## src/rtl/sync_fifo_pkg.sv

```systemverilog
// Shared definitions for the 4-bit synchronous FIFO and its read-side packer.
// Entry width and depth are common to both sides of the FIFO.
package sync_fifo_pkg;

    localparam int FIFO_DATA_W = 4;
    localparam int FIFO_DEPTH  = 16;

    // Counter width able to hold 0..pack inclusive.
    function automatic int cnt_width(input int pack);
        return $clog2(pack + 1);
    endfunction

endpackage

```

## src/rtl/sync_fifo_out_reg.sv

```systemverilog
// Single-entry valid/ready output register.
// A load replaces the entry even while it is being drained in the same cycle.
module sync_fifo_out_reg #(
    parameter int W = 8
)(
    input  logic         clk,
    input  logic         rst_n,
    input  logic         load,
    input  logic [W-1:0] load_data,
    input  logic         out_ready,
    output logic         out_valid,
    output logic [W-1:0] out_data,
    output logic         slot_free
);

    logic         valid_q, valid_d;
    logic [W-1:0] data_q, data_d;

    // Next-state for the held word and its valid flag.
    always_comb begin
        valid_d = valid_q;
        data_d  = data_q;
        if (load) begin
            valid_d = 1'b1;
            data_d  = load_data;
        end else if (valid_q && out_ready) begin
            valid_d = 1'b0;
        end else begin
            valid_d = valid_q;
        end
    end

    // Output register state.
    always_ff @(posedge clk or negedge rst_n) begin
        if (!rst_n) begin
            valid_q <= 1'b0;
            data_q  <= '0;
        end else begin
            valid_q <= valid_d;
            data_q  <= data_d;
        end
    end

    assign out_valid = valid_q;
    assign out_data  = data_q;
    assign slot_free = !valid_q || out_ready;

endmodule

```

## src/rtl/sync_fifo_reader.sv

```systemverilog
// Read side of the 4-bit synchronous FIFO: pops nibbles, packs PACK of them
// low-nibble-first into a word and offers it on a valid/ready stream.
module sync_fifo_reader
    import sync_fifo_pkg::*;
#(
    parameter int  DATA_W = FIFO_DATA_W,
    parameter int  PACK   = 2,
    localparam int OUT_W  = DATA_W * PACK
)(
    input  logic              clk,
    input  logic              rst_n,
    input  logic              fifo_empty,
    input  logic [DATA_W-1:0] fifo_data,
    output logic              fifo_rd_en,
    output logic              out_valid,
    input  logic              out_ready,
    output logic [OUT_W-1:0]  out_data,
    output logic              busy
);

    localparam int CNT_W = cnt_width(PACK);

    logic [CNT_W-1:0] cnt_q, cnt_d;
    logic             pending_q, pending_d;
    logic [OUT_W-1:0] acc_q, acc_d;
    logic [CNT_W-1:0] cnt_sum_s;
    logic             word_done_s;
    logic             load_s;
    logic             slot_free_s;
    logic             pop_a_s;
    logic             pop_b_s;

    // Capture, word completion and pop issue.
    always_comb begin
        acc_d       = acc_q;
        cnt_sum_s   = cnt_q + CNT_W'(pending_q);
        word_done_s = 1'b0;
        load_s      = 1'b0;
        pop_a_s     = 1'b0;
        pop_b_s     = 1'b0;
        cnt_d       = cnt_q;
        pending_d   = 1'b0;
        fifo_rd_en  = 1'b0;

        if (pending_q) begin
            acc_d[int'(cnt_q) * DATA_W +: DATA_W] = fifo_data;
        end else begin
            acc_d = acc_q;
        end

        // A full word either leaves now or parks in acc with cnt == PACK.
        word_done_s = (cnt_sum_s == CNT_W'(PACK));
        load_s      = word_done_s && slot_free_s;
        cnt_d       = load_s ? '0 : cnt_sum_s;

        // Pop into slot 0 early when the completing word is leaving this cycle.
        pop_a_s    = (cnt_sum_s < CNT_W'(PACK));
        pop_b_s    = word_done_s && pending_q && slot_free_s;
        fifo_rd_en = rst_n && !fifo_empty && (pop_a_s || pop_b_s);
        pending_d  = fifo_rd_en;
    end

    // Packer state.
    always_ff @(posedge clk or negedge rst_n) begin
        if (!rst_n) begin
            cnt_q     <= '0;
            pending_q <= 1'b0;
            acc_q     <= '0;
        end else begin
            cnt_q     <= cnt_d;
            pending_q <= pending_d;
            acc_q     <= acc_d;
        end
    end

    sync_fifo_out_reg #(
        .W (OUT_W)
    ) u_out_reg (
        .clk       (clk),
        .rst_n     (rst_n),
        .load      (load_s),
        .load_data (acc_d),
        .out_ready (out_ready),
        .out_valid (out_valid),
        .out_data  (out_data),
        .slot_free (slot_free_s)
    );

    assign busy = (cnt_q != '0) || pending_q || out_valid;

endmodule
```

## config.mk

```make
export PLATFORM = sky130hd
export DESIGN_NAME = sync_fifo_reader
export DESIGN_NICKNAME = d
export VERILOG_FILES = /design/src/rtl/sync_fifo_pkg.sv /design/src/rtl/sync_fifo_out_reg.sv /design/src/rtl/sync_fifo_reader.sv
export SDC_FILE = /design/constraint.sdc
export NUM_CORES = 1
export LEC_CHECK = 0
export BUFFER_PORTS_ARGS = -buffer_cell sky130_fd_sc_hd__buf_2
export CAP_MARGIN = 0
export CELL_PAD_IN_SITES_DETAIL_PLACEMENT = 0
export CELL_PAD_IN_SITES_GLOBAL_PLACEMENT = 1
export CORE_MARGIN = 2
export CORE_UTILIZATION = 44
export CTS_BUF_LIST = sky130_fd_sc_hd__clkbuf_4 sky130_fd_sc_hd__clkbuf_8
export DETAILED_ROUTE_END_ITERATION = 7
export HOLD_SLACK_MARGIN = 0.15
export PLACE_DENSITY = 0.78
export SYNTH_ARGS = -nofsm -noshare
export SYNTH_HDL_FRONTEND = slang
export SYNTH_SLANG_ARGS = --single-unit
```

## constraint.sdc

```tcl
create_clock -name clk -period 2.2 [get_ports clk]
set_input_delay 0.22 -clock clk [delete_from_list [all_inputs] [get_ports clk]]
set_output_delay 0.22 -clock clk [all_outputs]
set_load 0.005 [all_outputs]
```

==> reports/results.txt, run 1 <==
Max Slew Vio Count = 0
Clock-pin slew on the worst setup and hold paths = 0.10 ns
Vias/cell = 4.89
Net Sw Frac = 33.5%
Count of cell types in the netlist = 21
Max Cap Viol = 0
Layout area overhead = 20.6%
Fin Clk Skew = 0.00358 ns
Ys flop type = dfrtp_1
Min Tclk post-route = 2.00 ns
Max incr delay on CP = 0.49 ns
Synth warn = 0
P_int = 841 µW
Drt first pass iters = 4
Root Buffer Master = clkbuf_4
Cell count after synthesis = 63
DRT Wirelength = 1.48 mm
Place WS = 0.384 ns
Mean Syn Cell Area = 13.7 µm²
Pwr per Cell Area = 1220 nW/µm²
GP Congestion = 0.729
Worst hold path class = in -> reg
Fraction of registers with async set/reset = 100%
WL/cell = 13.1 µm
Status = completed
Slowest cell on crit path = dfrtp_1
Die X = 48.3 µm
Layout Nets = 100
Endpoints failing hold = 0
Cell taking the most area after synthesis = dfrtp_1
Vias in the first global route = 504
I/O Buffers = 18
Synth top cells by count = dfrtp_1 (20), mux2_2 (8), a22o_1 (7), and3_1 (4), ha_1 (4)
Crit path cell chain = ha_1, xnor2_2, a31oi_1, nor3b_1, buf_2
Yosys top cell area share = 58.1%
Count leader, synth = dfrtp_1
Switching pwr = 424 µW
Clock power share = 12.8%
Startpoint Class = register
CTS tree = built
CP Data Required Time = 1.98 ns
Setup WS post-layout = 0.202 ns
Max FO, Critical Path = 10
Worst Setup End Kind = output port
Pin count of the biggest net entering global routing = 21
Initial Util = 45.3%
RSZ-0062 raised after global routing = no
Site row count = 16
Core Box Area = 1900 µm²
TritonCTS Buffers = 3
First-pass GRT wire length = 2.30 mm
Max IR drop VDD = 0.672 mV
Pleak = 0.000548 µW
CTS sink count = 20
Synth area leaders = dfrtp_1 (58%), mux2_2 (10%), a22o_1 (7.1%)
Routed Antenna Nets = 0
Final period util = 90.8%
WS Path Type = reg -> out
I/O pins = 19
Drc violations = 0
Data arrival, critical path = 1.78 ns
Syn_nets = 75
Remaining Overflow, GRT = 0
Number of flops mapped to enable cells by yosys = 0
Sequential power share = 46.0%
Worst-Margin Slew = 0.505 ns
Post-CTS Repair Setup Buffers = 0
ANT cells = 0
Iter 0 DRT Violations = 2
Fmax = 500 MHz
Skew-Pair Late Insertion Delay = 0.29 ns
Die Span Y = 48.3 µm
Final Setup Violations = 0
Share of layout cells above drive strength 1 = 39.5%
Worst-case clock buffer depth = 2
Via count = 553
Hpwl dp = 1.14 mm
Post-synthesis register bit count = 20
Netlist Area Pre-Place = 862 µm²
Initial antenna violation count = 0
H-tree levels = 1
Seq/Total Area, Yosys = 58.1%
Logic pwr share = 41.1%
Slew HR = 66.3%
TNS Setup = 0 ns
Total die area = 2330 µm²
GRT Total Usage = 15.0%
-- critical path, delay by kind of cell, from the launching register on --
family	cells	cell delay [ns]
AO/OA/AOI/OAI	1	0.08
XOR/XNOR	1	0.28
adder cells (fa/ha/maj)	1	0.25
buffers and inverters	1	0.15
flip-flops	1	0.49
AND/OR/NAND/NOR	1	0.23
-- per-layer routing --
metal | vias up | share of wire (%) | global-route usage (%)
met3 | 2 | 3.4 | 6.67
met2 | 12 | 48 | 22.1
li1 | 276 | - | -
met4 | 0 | 1.3 | 4.86
met5 | - | 0 | 0
met1 | 263 | 47 | 19.6
-- registers in the layout (all words and copies together), names as in the netlist --
register and cells:
u_out_reg.out_data 8, acc_q 8, u_out_reg.out_valid 1, pending_q 1
cnt_q 2
-- what timing repair did --
action | CTS | global route
hold endpoints to repair | 21 | 0
hold buffers | 2 | 0
resized for setup | 0 | 1
endpoints found under the setup margin | 0 | 1
-- layout by cell type, fill, tap and decap left out --
cell type,instances
and4_1,1
ha_1,4
nor3_4,1
nor2_1,1
a22o_1,7
inv_1,3
clkbuf_4,3
dfrtp_1,20
mux2_2,8
and3_1,4
dlygate4sd3_1,2
mux2_4,1
nor2b_1,1
nor3b_1,2
nand2_2,1
xnor2_2,1
a21oi_1,1
buf_2,18
a31oi_1,1
and4b_1,1
nand2_1,2
nand2b_1,1
buf_4,1
o21ai_0,1
-- power groups by stage --
stage | Sequential [µW] | Combinational, µW | Clock [µW]
final | 583 | 521 | 162
after global routing | 604 | 590 | 189
after CTS | 585 | 522 | 173
after detailed placement | 593 | 514 | 0
after global placement | 587 | 508 | 0
after floorplan | 583 | 363 | 0
-- logic make-up (layout without fill, tap and decap cells) --
family	Yosys count	after routing	share of synthesized area, %
XOR/XNOR	1	1	1.02
buffers and inverters	4	27	1.74
AND/OR/NAND/NOR	15	15	12.2
AO/OA/AOI/OAI	10	10	9.00
multiplexers	9	9	12.2
adder cells (fa/ha/maj)	4	4	5.81
flip-flops	20	20	58.1
-- final cells by class --
cell class	instances	area [µm²]
Tap cell	27	33.8
Timing Repair Buffer	21	118
Inverter	3	11.3
Clock buffer	3	22.5
Multi-Input combinational cell	39	354
Fill cell	182	862
Sequential cell	20	500
-- per-stage QoR --
step                instances  util [%]  instance area (µm²)  hold slack [ns]  total power, µW
global placement          108      52.0                  990            0.245             1100
floorplan                  63         -                  862          -0.0756              946
finish                    113      54.7                 1040            0.190             1270
detailed placement        108      52.0                  990            0.244             1110
CTS                       113      54.3                 1030            0.176             1280
global route              113      54.7                 1040            0.177             1380
-- path summary, 6_finish.rpt --
check	start	to	slack, ns	depth (start not counted)
min in group asynchronous	rst_n	u_out_reg.out_valid	0.45	3
min reg2reg	acc_q[6]	acc_q[6]	0.51	1
max reg2reg	pending_q	u_out_reg.out_data[3]	0.41	3
max in group asynchronous	rst_n	acc_q[2]	1.55	3
min	fifo_data[2]	acc_q[6]	0.19	2
max	pending_q	fifo_rd_en	0.20	5
No activity file was read; power rests on OpenSTA's default activity.
==> run 2, diff against run 1 <==
--- a/config.mk
+++ b/config.mk
@@ -14,6 +14,7 @@
 export CTS_BUF_LIST = sky130_fd_sc_hd__clkbuf_4 sky130_fd_sc_hd__clkbuf_8
 export DETAILED_ROUTE_END_ITERATION = 7
 export HOLD_SLACK_MARGIN = 0.15
+export MAX_ROUTING_LAYER = met4
 export PLACE_DENSITY = 0.78
 export SYNTH_ARGS = -nofsm -noshare
 export SYNTH_HDL_FRONTEND = slang
==> reports/results.txt, run 2 (synthesis results as in run 1) <==
WS Path Type = reg -> out
CTS sink count = 20 (unchanged)
Share of layout cells above drive strength 1 = 39.5% (unchanged)
I/O Buffers = 18 (unchanged)
Hpwl dp = 1.14 mm (unchanged)
DRT Wirelength = 1.49 mm (+0.34%)
Met1 GRT Util = 19.6% (unchanged)
Pin count of the biggest net entering global routing = 21 (unchanged)
Via count = 548 (-0.90%)
Worst hold path class = in -> reg
Root Buffer Master = clkbuf_4
Placed cell count = 108 (unchanged)
GRT Total Usage = 15.4% (+0.47 points)
Met3 Usage GRT = 6.67% (unchanged)
CTS tree = built
Commonest non-fill, non-tap cell in the layout = dfrtp_1
FILL cells = 182 (unchanged)
Final Setup Violations = 0 (unchanged)
Routed Antenna Nets = 0 (unchanged)
Max IR drop VDD = 0.671 mV (about the same)
Max FO, Critical Path = 10 (unchanged)
Post-Layout Cell Count = 113 (unchanged)
Max Cap Viol = 0 (unchanged)
H-tree levels = 1 (unchanged)
Drc violations = 0 (unchanged)
ANT cells = 0 (unchanged)
Remaining Overflow, GRT = 0 (unchanged)
Min Tclk post-route = 2.00 ns (-0.00189 ns)
TritonCTS Buffers = 3 (unchanged)
Worst Setup End Kind = output port
Clock power share = 12.7% (about the same)
RSZ-0062 raised after global routing = no
Initial Util = 45.3% (unchanged)
Area of the multi-input gates = 354 µm² (unchanged)
Grt peak-use layer = met2
Post-CTS Repair Setup Buffers = 0 (unchanged)
Max Slew Vio Count = 0 (unchanged)
TNS Setup = 0 ns (unchanged)
Site row count = 16 (unchanged)
Status = completed
Skew-Pair Late Insertion Delay = 0.29 ns (about the same)
Layout Nets = 100 (unchanged)
Layout area overhead = 20.6% (unchanged)
Pwr per Cell Area = 1220 nW/µm² (about the same)
CP Data Required Time = 1.98 ns (about the same)
Initial antenna violation count = 0 (unchanged)
Die X = 48.3 µm (unchanged)
Startpoint Class = register
Worst-Margin Slew = 0.499 ns (-0.00559 ns)
Vias/cell = 4.85 (-0.90%)
Final Core Density = 54.7% (unchanged)
Grt met2 use = 22.1% (unchanged)
Logic pwr share = 41.2% (about the same)
Clock-pin slew on the worst setup and hold paths = 0.10 ns (about the same)
First-pass GRT wire length = 2.30 mm (+0.30%)
Sequential power share = 46.1% (about the same)
Slew HR = 66.7% (+0.37 points)
Worst-case clock buffer depth = 2 (unchanged)
Vias in the first global route = 505 (+0.20%)
Fmax = 501 MHz (about the same)
Register area = 500 µm² (unchanged)
Most frequent cells in the layout = dfrtp_1 (20), buf_2 (18), mux2_2 (8), a22o_1 (7)
Fin Clk Skew = 0.00231 ns (-0.00127 ns)
Drt first pass iters = 4 (unchanged)
Switching pwr = 423 µW (-0.24%)
Die Span Y = 48.3 µm (unchanged)
Iter 0 DRT Violations = 2 (unchanged)
Max incr delay on CP = 0.49 ns (about the same)
Final period util = 90.7% (about the same)
P_int = 841 µW (about the same)
Pleak = 0.000548 µW (unchanged)
Total die area = 2330 µm² (unchanged)
WL/cell = 13.2 µm (+0.34%)
Endpoints failing hold = 0 (unchanged)
Core Box Area = 1900 µm² (unchanged)
GP Congestion = 0.738 (+1.2%)
I/O pins = 19 (unchanged)
Crit path cell chain = ha_1, xnor2_2, a31oi_1, nor3b_1, buf_2
Slowest cell on crit path = dfrtp_1
Net Sw Frac = 33.5% (-0.049 points)
Data arrival, critical path = 1.78 ns (about the same)
==> run 2: cell counts in the layout (fill, tap and decap cells not counted) <==
No cell type changed its count.
==> run 2: power by group through the flow <==
| stage | clock (µW) | sequential (µW) | combinational [µW] |
|---|---|---|---|
| 6_report | 161 | 583 | 521 |
| 5_1_grt | 189 | 604 | 590 |
| 3_3_place_gp | 0 | 587 | 508 |
| 4_1_cts | 173 | 585 | 522 |
| 2_1_floorplan | 0 | 583 | 363 |
| 3_5_place_dp | 0 | 593 | 514 |
==> run 2: critical path, delay by kind of cell (launching register included) <==
| kind | cells | cell delay, ns |
|---|---|---|
| and+or+nand+nor | 1 | 0.23 |
| AOI/OAI and AO/OA | 1 | 0.08 |
| DFF | 1 | 0.49 |
| adders and majority gates | 1 | 0.25 |
| xor gates and xnor gates | 1 | 0.28 |
| buffers and inverters | 1 | 0.15 |
==> run 2: worst paths after layout <==
path,start,to,slack [ns],cells past startpoint
worst max-delay path,pending_q,fifo_rd_en,0.20,5
worst min-delay path,fifo_data[2],acc_q[6],0.20,2
worst max register to register,pending_q,u_out_reg.out_data[3],0.41,3
worst min register to register,acc_q[6],acc_q[6],0.51,1
max in group asynchronous,rst_n,acc_q[2],1.55,3
min in group asynchronous,rst_n,u_out_reg.out_valid,0.45,3
==> run 2: what timing repair did <==
| action | CTS | global route |
|---|---|---|
| endpoints found under the hold margin | 21 | 0 |
| endpoints found under the setup margin | 0 | 1 |
| hold buffers | 2 | 0 |
| resized for setup | 0 | 1 |
==> run 2: final cells by class <==
| cell class | count | share of cell area [%] |
|---|---|---|
| Sequential cell | 20 | 48.1 |
| Multi-Input combinational cell | 39 | 34.1 |
| Timing Repair Buffer | 21 | 11.3 |
| Tap cell | 27 | 3.25 |
| Clock buffer | 3 | 2.17 |
| Inverter | 3 | 1.08 |
==> run 2: through the flow <==
| step | total power, µW | setup WS [ns] | area [µm²] | hold WS [ns] |
|---|---|---|---|---|
| floorplan | 946 | 0.567 | 862 | -0.0756 |
| global placement | 1100 | 0.425 | 990 | 0.245 |
| detailed placement | 1110 | 0.384 | 990 | 0.244 |
| CTS | 1280 | 0.0476 | 1030 | 0.176 |
| global route | 1380 | 0.000265 | 1040 | 0.177 |
| finish | 1260 | 0.204 | 1040 | 0.195 |
==> run 2: routing by layer <==
metal | vias to the layer above | routed length, µm
met5 | - | 0
met4 | 0 | 9
met3 | 2 | 27
met2 | 9 | 728
met1 | 259 | 721
li1 | 278 | -
